**config.mk**
```make
export PLATFORM = sky130hd
export DESIGN_NAME = reg_file_mp
export DESIGN_NICKNAME = d
export VERILOG_FILES = /design/src/rtl/regfile_pkg.sv /design/src/rtl/reg_file_mp_scoreboard.sv /design/src/rtl/reg_file_mp.sv
export SDC_FILE = /design/constraint.sdc
export NUM_CORES = 1
export LEC_CHECK = 0
export ABC_CLOCK_PERIOD_IN_PS = 11050
export CORE_MARGIN = 4
export CORE_UTILIZATION = 45
export CTS_CLUSTER_DIAMETER = 30
export CTS_CLUSTER_SIZE = 14
export DETAILED_ROUTE_END_ITERATION = 10
export DONT_BUFFER_PORTS = 1
export SLEW_MARGIN = 10
export SYNTH_ARGS = -nofsm -noshare
export SYNTH_HDL_FRONTEND = slang
export SYNTH_SLANG_ARGS = --single-unit
```
**constraint.sdc**
```tcl
create_clock -name clk -period 11.05 [get_ports clk]
set_clock_uncertainty 0.1 [all_clocks]
set_input_delay 0.5525 -clock clk [delete_from_list [all_inputs] [get_ports clk]]
set_output_delay 0.5525 -clock clk [all_outputs]
set_load 0.01 [all_outputs]
```
**src/rtl/regfile_pkg.sv**
```systemverilog
// Shared constants and helpers for the multi-port register file.
package regfile_pkg;

    localparam int unsigned DATA_W_DEF   = 32;
    localparam int unsigned ADDR_W_DEF   = 3;
    localparam int unsigned ZERO_IDX_DEF = 7;

    // Reserved indices for the planned system bank.
    localparam int unsigned PC_IDX   = 6;
    localparam int unsigned CPSR_IDX = 7;

    // LSB position of port 'port' inside a packed multi-port vector.
    function automatic int unsigned port_lsb(input int unsigned port, input int unsigned width);
        return port * width;
    endfunction

endpackage

```
**src/rtl/reg_file_mp_scoreboard.sv**
```systemverilog
// Per-register busy bits for hazard detection, with registered per-port busy reads.
module regfile_scoreboard
    import regfile_pkg::*;
#(
    parameter int unsigned ADDR_W = ADDR_W_DEF,
    parameter int unsigned NUM_RD = 2,
    parameter bit          BYPASS = 1'b1
) (
    input  logic                     clk,
    input  logic                     rst_n,
    input  logic                     set_en,
    input  logic [ADDR_W-1:0]        set_addr,
    input  logic                     clr0_en,
    input  logic [ADDR_W-1:0]        clr0_addr,
    input  logic                     clr1_en,
    input  logic [ADDR_W-1:0]        clr1_addr,
    input  logic [NUM_RD*ADDR_W-1:0] rd_addr,
    output logic [NUM_RD-1:0]        rd_busy
);

    localparam int unsigned NREG = 2 ** ADDR_W;

    logic [NREG-1:0]   busy;
    logic [NREG-1:0]   busy_nxt_c;
    logic [NUM_RD-1:0] rd_busy_c;

    // A reservation beats a same-cycle write: the new producer owns the register.
    always_comb begin
        busy_nxt_c = busy;
        if (clr0_en) busy_nxt_c[clr0_addr] = 1'b0;
        if (clr1_en) busy_nxt_c[clr1_addr] = 1'b0;
        if (set_en)  busy_nxt_c[set_addr]  = 1'b1;
    end

    always_comb begin
        rd_busy_c = '0;
        for (int unsigned i = 0; i < NUM_RD; i++) begin
            if (BYPASS)
                rd_busy_c[i] = busy_nxt_c[rd_addr[port_lsb(i, ADDR_W) +: ADDR_W]];
            else
                rd_busy_c[i] = busy[rd_addr[port_lsb(i, ADDR_W) +: ADDR_W]];
        end
    end

    always_ff @(posedge clk) begin
        if (!rst_n) begin
            busy    <= '0;
            rd_busy <= '0;
        end else begin
            busy    <= busy_nxt_c;
            rd_busy <= rd_busy_c;
        end
    end

endmodule

```
**src/rtl/reg_file_mp.sv**
```systemverilog
// Multi-port register file for the ID stage: registered reads, two write ports,
// hardwired zero register, optional write-to-read bypass and busy scoreboard.
module reg_file_mp
    import regfile_pkg::*;
#(
    parameter int unsigned DATA_W   = DATA_W_DEF,
    parameter int unsigned ADDR_W   = ADDR_W_DEF,
    parameter int unsigned NUM_RD   = 2,
    parameter int unsigned ZERO_IDX = ZERO_IDX_DEF,
    parameter bit          BYPASS   = 1'b1
) (
    input  logic                     clk,
    input  logic                     rst_n,
    input  logic [NUM_RD*ADDR_W-1:0] rd_addr,
    output logic [NUM_RD*DATA_W-1:0] rd_data,
    output logic [NUM_RD-1:0]        rd_busy,
    input  logic [ADDR_W-1:0]        br_addr,
    output logic [DATA_W-1:0]        br_data,
    input  logic                     wr0_en,
    input  logic [ADDR_W-1:0]        wr0_addr,
    input  logic [DATA_W-1:0]        wr0_data,
    input  logic                     wr1_en,
    input  logic [ADDR_W-1:0]        wr1_addr,
    input  logic [DATA_W-1:0]        wr1_data,
    input  logic                     rsv_en,
    input  logic [ADDR_W-1:0]        rsv_addr,
    output logic                     wr_conflict
);

    localparam int unsigned       NREG      = 2 ** ADDR_W;
    localparam bit                ZERO_EN   = (ZERO_IDX < NREG);
    localparam logic [ADDR_W-1:0] ZERO_ADDR = ADDR_W'(ZERO_IDX);

    logic [DATA_W-1:0]        regs [NREG];
    logic                     w0_c;
    logic                     w1_c;
    logic                     w0_commit_c;
    logic                     conflict_c;
    logic                     rsv_c;
    logic [NUM_RD*DATA_W-1:0] rd_data_c;
    logic [DATA_W-1:0]        br_data_c;

    function automatic logic is_zero(input logic [ADDR_W-1:0] a);
        return ZERO_EN && (a == ZERO_ADDR);
    endfunction

    // Writes and reserves aimed at the zero register are dropped here.
    assign w0_c        = wr0_en && !is_zero(wr0_addr);
    assign w1_c        = wr1_en && !is_zero(wr1_addr);
    assign conflict_c  = w0_c && w1_c && (wr0_addr == wr1_addr);
    assign w0_commit_c = w0_c && !conflict_c;
    assign rsv_c       = rsv_en && !is_zero(rsv_addr);

    function automatic logic [DATA_W-1:0] read_val(input logic [ADDR_W-1:0] a);
        if (is_zero(a))                                return '0;
        if (BYPASS && w1_c && (wr1_addr == a))         return wr1_data;
        if (BYPASS && w0_commit_c && (wr0_addr == a))  return wr0_data;
        return regs[a];
    endfunction

    always_comb begin
        rd_data_c = '0;
        for (int unsigned i = 0; i < NUM_RD; i++) begin
            rd_data_c[port_lsb(i, DATA_W) +: DATA_W] = read_val(rd_addr[port_lsb(i, ADDR_W) +: ADDR_W]);
        end
        br_data_c = read_val(br_addr);
    end

    always_ff @(posedge clk) begin
        if (!rst_n) begin
            for (int unsigned r = 0; r < NREG; r++) regs[r] <= '0;
            rd_data     <= '0;
            br_data     <= '0;
            wr_conflict <= 1'b0;
        end else begin
            if (w0_commit_c) regs[wr0_addr] <= wr0_data;
            if (w1_c)        regs[wr1_addr] <= wr1_data;
            rd_data     <= rd_data_c;
            br_data     <= br_data_c;
            wr_conflict <= conflict_c;
        end
    end

    regfile_scoreboard #(
        .ADDR_W (ADDR_W),
        .NUM_RD (NUM_RD),
        .BYPASS (BYPASS)
    ) u_scoreboard (
        .clk       (clk),
        .rst_n     (rst_n),
        .set_en    (rsv_c),
        .set_addr  (rsv_addr),
        .clr0_en   (w0_c),
        .clr0_addr (wr0_addr),
        .clr1_en   (w1_c),
        .clr1_addr (wr1_addr),
        .rd_addr   (rd_addr),
        .rd_busy   (rd_busy)
    );

endmodule

```
### Word level (Yosys, flattened, before mapping)

Memory sizes are Yosys's and may differ from the RTL's.
Index checks and enable logic that the tools add are counted.

| cells by class | value |
|---|---|
| add/sub/neg operators | 0 |
| multipliers | 0 |
| magnitude comparators | 8 |
| equal/unequal tests | 13 |
| reduce and logical (&&, ||, !) cells | 21 |
| shift operators | 0 |
| bitwise gates (word level) | 5 |
| divide/modulo/power cells | 0 |
| multiplexer cells | 62 |

Operators by type and width:

| cell | number |
|---|---|
| 32-bit two-way mux | 20 |
| 32-bit OR reduction | 2 |
| 1-bit two-way mux | 32 |
| 8-bit two-way mux | 3 |
| 3-bit equality test | 7 |
| 3-bit by 4-bit less-than comparator with 1-bit output, second input constant | 5 |
| 3-bit equality test, second input constant | 6 |
| 8-bit AND | 2 |
| 8-bit NOT | 2 |
| 1-bit logical AND | 15 |
| 1-bit demux with 3-bit select | 3 |
| 3-bit by 1-bit >= comparator with 1-bit output, second input constant | 3 |
| 8-bit OR | 1 |
| 1-bit binary-select mux with 3-bit select | 2 |
| 3-bit two-way mux | 2 |
| 1-bit zero test | 4 |

| storage, ports and cells | value |
|---|---|
| memory bits (writable) | 256 |
| latch bits | 0 |
| logic and storage cells | 115 |
| output and inout bits | 99 |
| input bits | 87 |
| memories kept | 1 |
| ROM bits | 0 |
| bits in registers | 107 |

Memories:

| memory | words | bits a word | rd ports | clocked after memory_dff | wr ports | RTL line | RTL |
|---|---|---|---|---|---|---|---|
| regs | 8 | 32 | 3 | 0 | 8 | reg_file_mp.sv:34 | `logic [DATA_W-1:0] regs [NREG];` |

### Depth between registers and ports, before layout

| logic depth | value |
|---|---|
| depth in word-level cells | 14 |
| mapped depth | 10 |
| depth with buffers taken out | 5 |

### Modules after synthesis

From an unflattened synthesis, not the netlist that was laid out.

| unflattened totals | value |
|---|---|
| cell total of the unflattened synthesis | 1436 |
| area, all modules | 20624.8 um^2 |

Modules (own cells, without submodules):

| module | cells each | times used | sequential area each (um^2) | area an instance (um^2) |
|---|---|---|---|---|
| reg_file_mp | 1359 | 1 | 9629.2 | 19904.1 |
| regfile_scoreboard | 77 | 1 | 200.2 | 720.7 |

### Worst setup path before layout

OpenSTA, ideal clock, no wires.

| path | value |
|---|---|
| kind | input port to flip-flop |
| from | input wr1_addr[1] |
| to | memory regs[1][0] (netlist bit), enable pin |
| stages | 9 |
| required time | 10417 ps |
| path slack | 5089 ps |
| path buffers | 5 |
| arrival time | 5327 ps |
| setup time | 533 ps |
| path through | buf_6 xnor2_1 nand3_1 o21ai_2 buf_6 buf_6 buf_6 buf_4 o311ai_0 |

RTL lines:

| what | RTL line | RTL |
|---|---|---|
| start: declaration | reg_file_mp.sv:23 | `input logic [ADDR_W-1:0] wr1_addr,` |
| end: declaration | reg_file_mp.sv:34 |  |

==> summary.md <==
| Metric | Value |
|---|---|
| Reg2Reg Depth | `4` |
| RSZ-0062 raised after global routing | `no` |
| Reg2reg start | `regs[7][19]` |
| Clock slew seen by the registers of the worst setup and hold paths | `50 ps` |
| # DRC | `0` |
| Initial Utilization | `45.6%` |
| Minimum clock period | `2560 ps` |
| Number of synthesized flops with an enable pin | `256` |
| Startpoint types | `input port` |
| PortBufs | `0` |
| Num ports | `186` |
| Hold worst-path end | `br_data[8]` |
| Num Clock Sinks | `363` |
| Die height | `225 um` |
| CTS buffer count | `87` |
| Final-stage net count | `1685` |
| Die area | `50700 um^2` |
| Fin. max-slew vios | `0` |
| Yosys cell types | `56` |
| Avg Cell Area, Syn | `12.8 um^2` |
| R2R setup slack | `9220 ps` |
| CTS tree | `done` |
| Worst Max-Slew Pin Slew | `1140 ps` |
| Area growth syn-to-layout | `16.9%` |
| Post-Syn Area | `21200 um^2` |
| Final hold violations | `0` |
| Critical Path RT | `11160 ps` |
| Reg-to-Reg End | `br_data[19]` |
| First-pass DRT Iterations | `6` |
| CORE AREA | `46600 um^2` |
| Pwr per Cell Area | `192 nW/um^2` |
| Antenna viol nets, final | `0` |
| ANT cells | `0` |
| Gr usage total | `28.2%` |
| CP Class | `input port to register` |
| Leakage | `0.00869 uW` |
| Crit Path Max Fanout | `202` |
| Root buffer cell | `clkbuf_16` |
| HP Start | `wr1_data[8]` |
| Worst slack, placed | `7920 ps` |
| Final WS setup | `8490 ps` |
| Global route total overflow | `0` |
| Status | `finished clean` |
| Ys async rst share | `0%` |
| Final core occ | `53.3%` |
| Top FF cell, synth | `edfxtp_1` |
| DR vias/cell | `7.01` |
| Fin crit share | `23.2%` |
| Commonest non-fill, non-tap cell in the layout | `edfxtp_1` |
| Seq/Total Area, Yosys | `46.3%` |
| Row cnt | `79` |
| CTS H-tree depth | `3` |
| Critical Path Sink Type | `register` |
| Global-route wire length before repair | `106000 um` |
| Max cap viols | `0` |
| Share of cells above drive strength 1 | `22.7%` |
| Hold Crit Class | `input port to register` |
| Fin Setup TNS | `0 ps` |
| Synthesis Warnings | `0` |
| Initial antenna violation count | `0` |
| Max Fclk | `390 MHz` |
| # setup viols final | `0` |
| Commonest non-fill, non-tap cells in the layout | `256 x edfxtp_1, 224 x a22o_1, 160 x mux4_2, 130 x mux2i_1, 107 x dfxtp_1` |
| Largest net degree at the start of global routing | `203` |
| Mapped Cells | `1654` |
| Hold Slack | `26.2 ps` |
| Die X-Extent | `225 um` |
| Routed WL per cell | `32.1 um` |
| Clock buffer depth | `3` |
| Final GP Congestion | `0.812` |
| DR iter-0 viols | `1779` |
| Vias in the first global route | `16.4k` |
| Worst skew pair latency | `600 ps` |
| Worst vdd ir | `0.146 mV` |
| Rel. slew slack | `23.9%` |
| Design Power | `4750 uW` |
| Overall routed net length | `73100 um` |
| WHS Path Cells | `1` |
| CP Data Arrival Time | `2670 ps` |
| Yosys reg bits | `363` |
| Via Count | `16.0k` |
| Resized cells post-CTS | `0` |
| Hpwl dp | `38500 um` |
==> cell usage after synthesis (4+ instances only) <==
cell type  number  area (um^2)
edfxtp_1      256         7690
a22o_1        224         1960
mux4_2        160         3600
mux2i_1       130         1300
clkbuf_1      117          439
dfxtp_1       107         2140
o21ai_0        68          340
a32o_1         66          661
or3_1          66          413
buf_2          63          315
buf_1          45          169
nand2_1        44          165
nor3_1         33          165
o22ai_1        33          206
a21oi_1        32          160
o21a_1         32          240
o31ai_1        32          240
nor2_1         28          105
xor2_1         13          114
nand2b_1       11         68.8
buf_4           9         67.6
and3_1          7         43.8
buf_6           7         78.8
nand3_1         6         30.0
o21ai_1         6         30.0
or2_2           6         37.5
inv_1           5         18.8
xnor2_1         5         43.8
nand3b_1        4         30.0
nor3_2          4         40.0
==> registers in the layout (all words and copies together) (netlist names) <==
signal                count
rd_data                  64
regs                    256
br_data                  32
u_scoreboard.busy         8
wr_conflict               1
u_scoreboard.rd_busy      2
==> logic make-up after synthesis <==
logic type             Yosys count  share of synthesized area, %
AO/OA/AOI/OAI                  510                          18.8
XOR/XNOR                        18                         0.743
buffers and inverters          247                          5.15
flip-flops                     363                          46.3
multiplexers                   290                          23.1
other                            1                        0.0177
AND/OR/NAND/NOR                225                          5.89
==> final cells by class <==
class | instances | area, um^2
Inverter | 6 | 22.5
Timing Repair Buffer | 65 | 583
Clock inverter | 54 | 581
Multi-Input combinational cell | 1075 | 10600
Sequential cell | 363 | 9830
Tap cell | 607 | 759
Fill cell | 3812 | 21800
Clock buffer | 107 | 2430
==> stage by stage <==
stage | std cells | area [um^2]
finish | 2277 | 24800
floorplan | 1685 | 21300
detailed placement | 2083 | 21500
global route | 2277 | 24800
global placement | 2083 | 21500
CTS | 2277 | 24800
==> how the worst max path moves through the flow <==
stage | start | to | slack [ps] | cells after the start
floorplan | wr1_addr[1] | regs[1][0] | 5090 | 9
global placement | wr0_addr[0] | regs[6][15] | 7940 | 8
global route | wr1_addr[0] | regs[6][27] | 8390 | 8
detailed placement | wr0_addr[0] | regs[6][14] | 7920 | 8
finish | wr0_addr[0] | regs[6][27] | 8490 | 8
CTS | wr0_addr[0] | regs[6][27] | 8520 | 8
==> critical path, stage by stage <==
cell,delay (ps)
xnor2_1,100
nand3_1,150
o21ai_4,70
buf_12,310
nor3_4,260
buf_4,470
nand3b_1,170
buf_4,530
==> power by group <==
group          internal [uW]  switching [uW]  total (uW)
Sequential              1590             101        1690
Combinational            242             229         470
Clock                   1750             838        2590
Total                   3580            1170        4750
==> layer usage <==
metal	GRT usage (%)	wire [um]	vias to the layer above	part of all wire [%]
met5	0	0	-	0
met4	12.8	2970	0	4.1
met3	6.70	7860	200	11
met2	46.1	34900	1054	48
met1	35.7	27400	8069	37
li1	-	-	6648	-
==> what timing repair did <==
item | CTS | global route
buffers inserted | 0 | 0
hold buffers | 33 | 0
endpoints found under the hold margin | 93 | 0
Power figures use the tool's default switching activity.
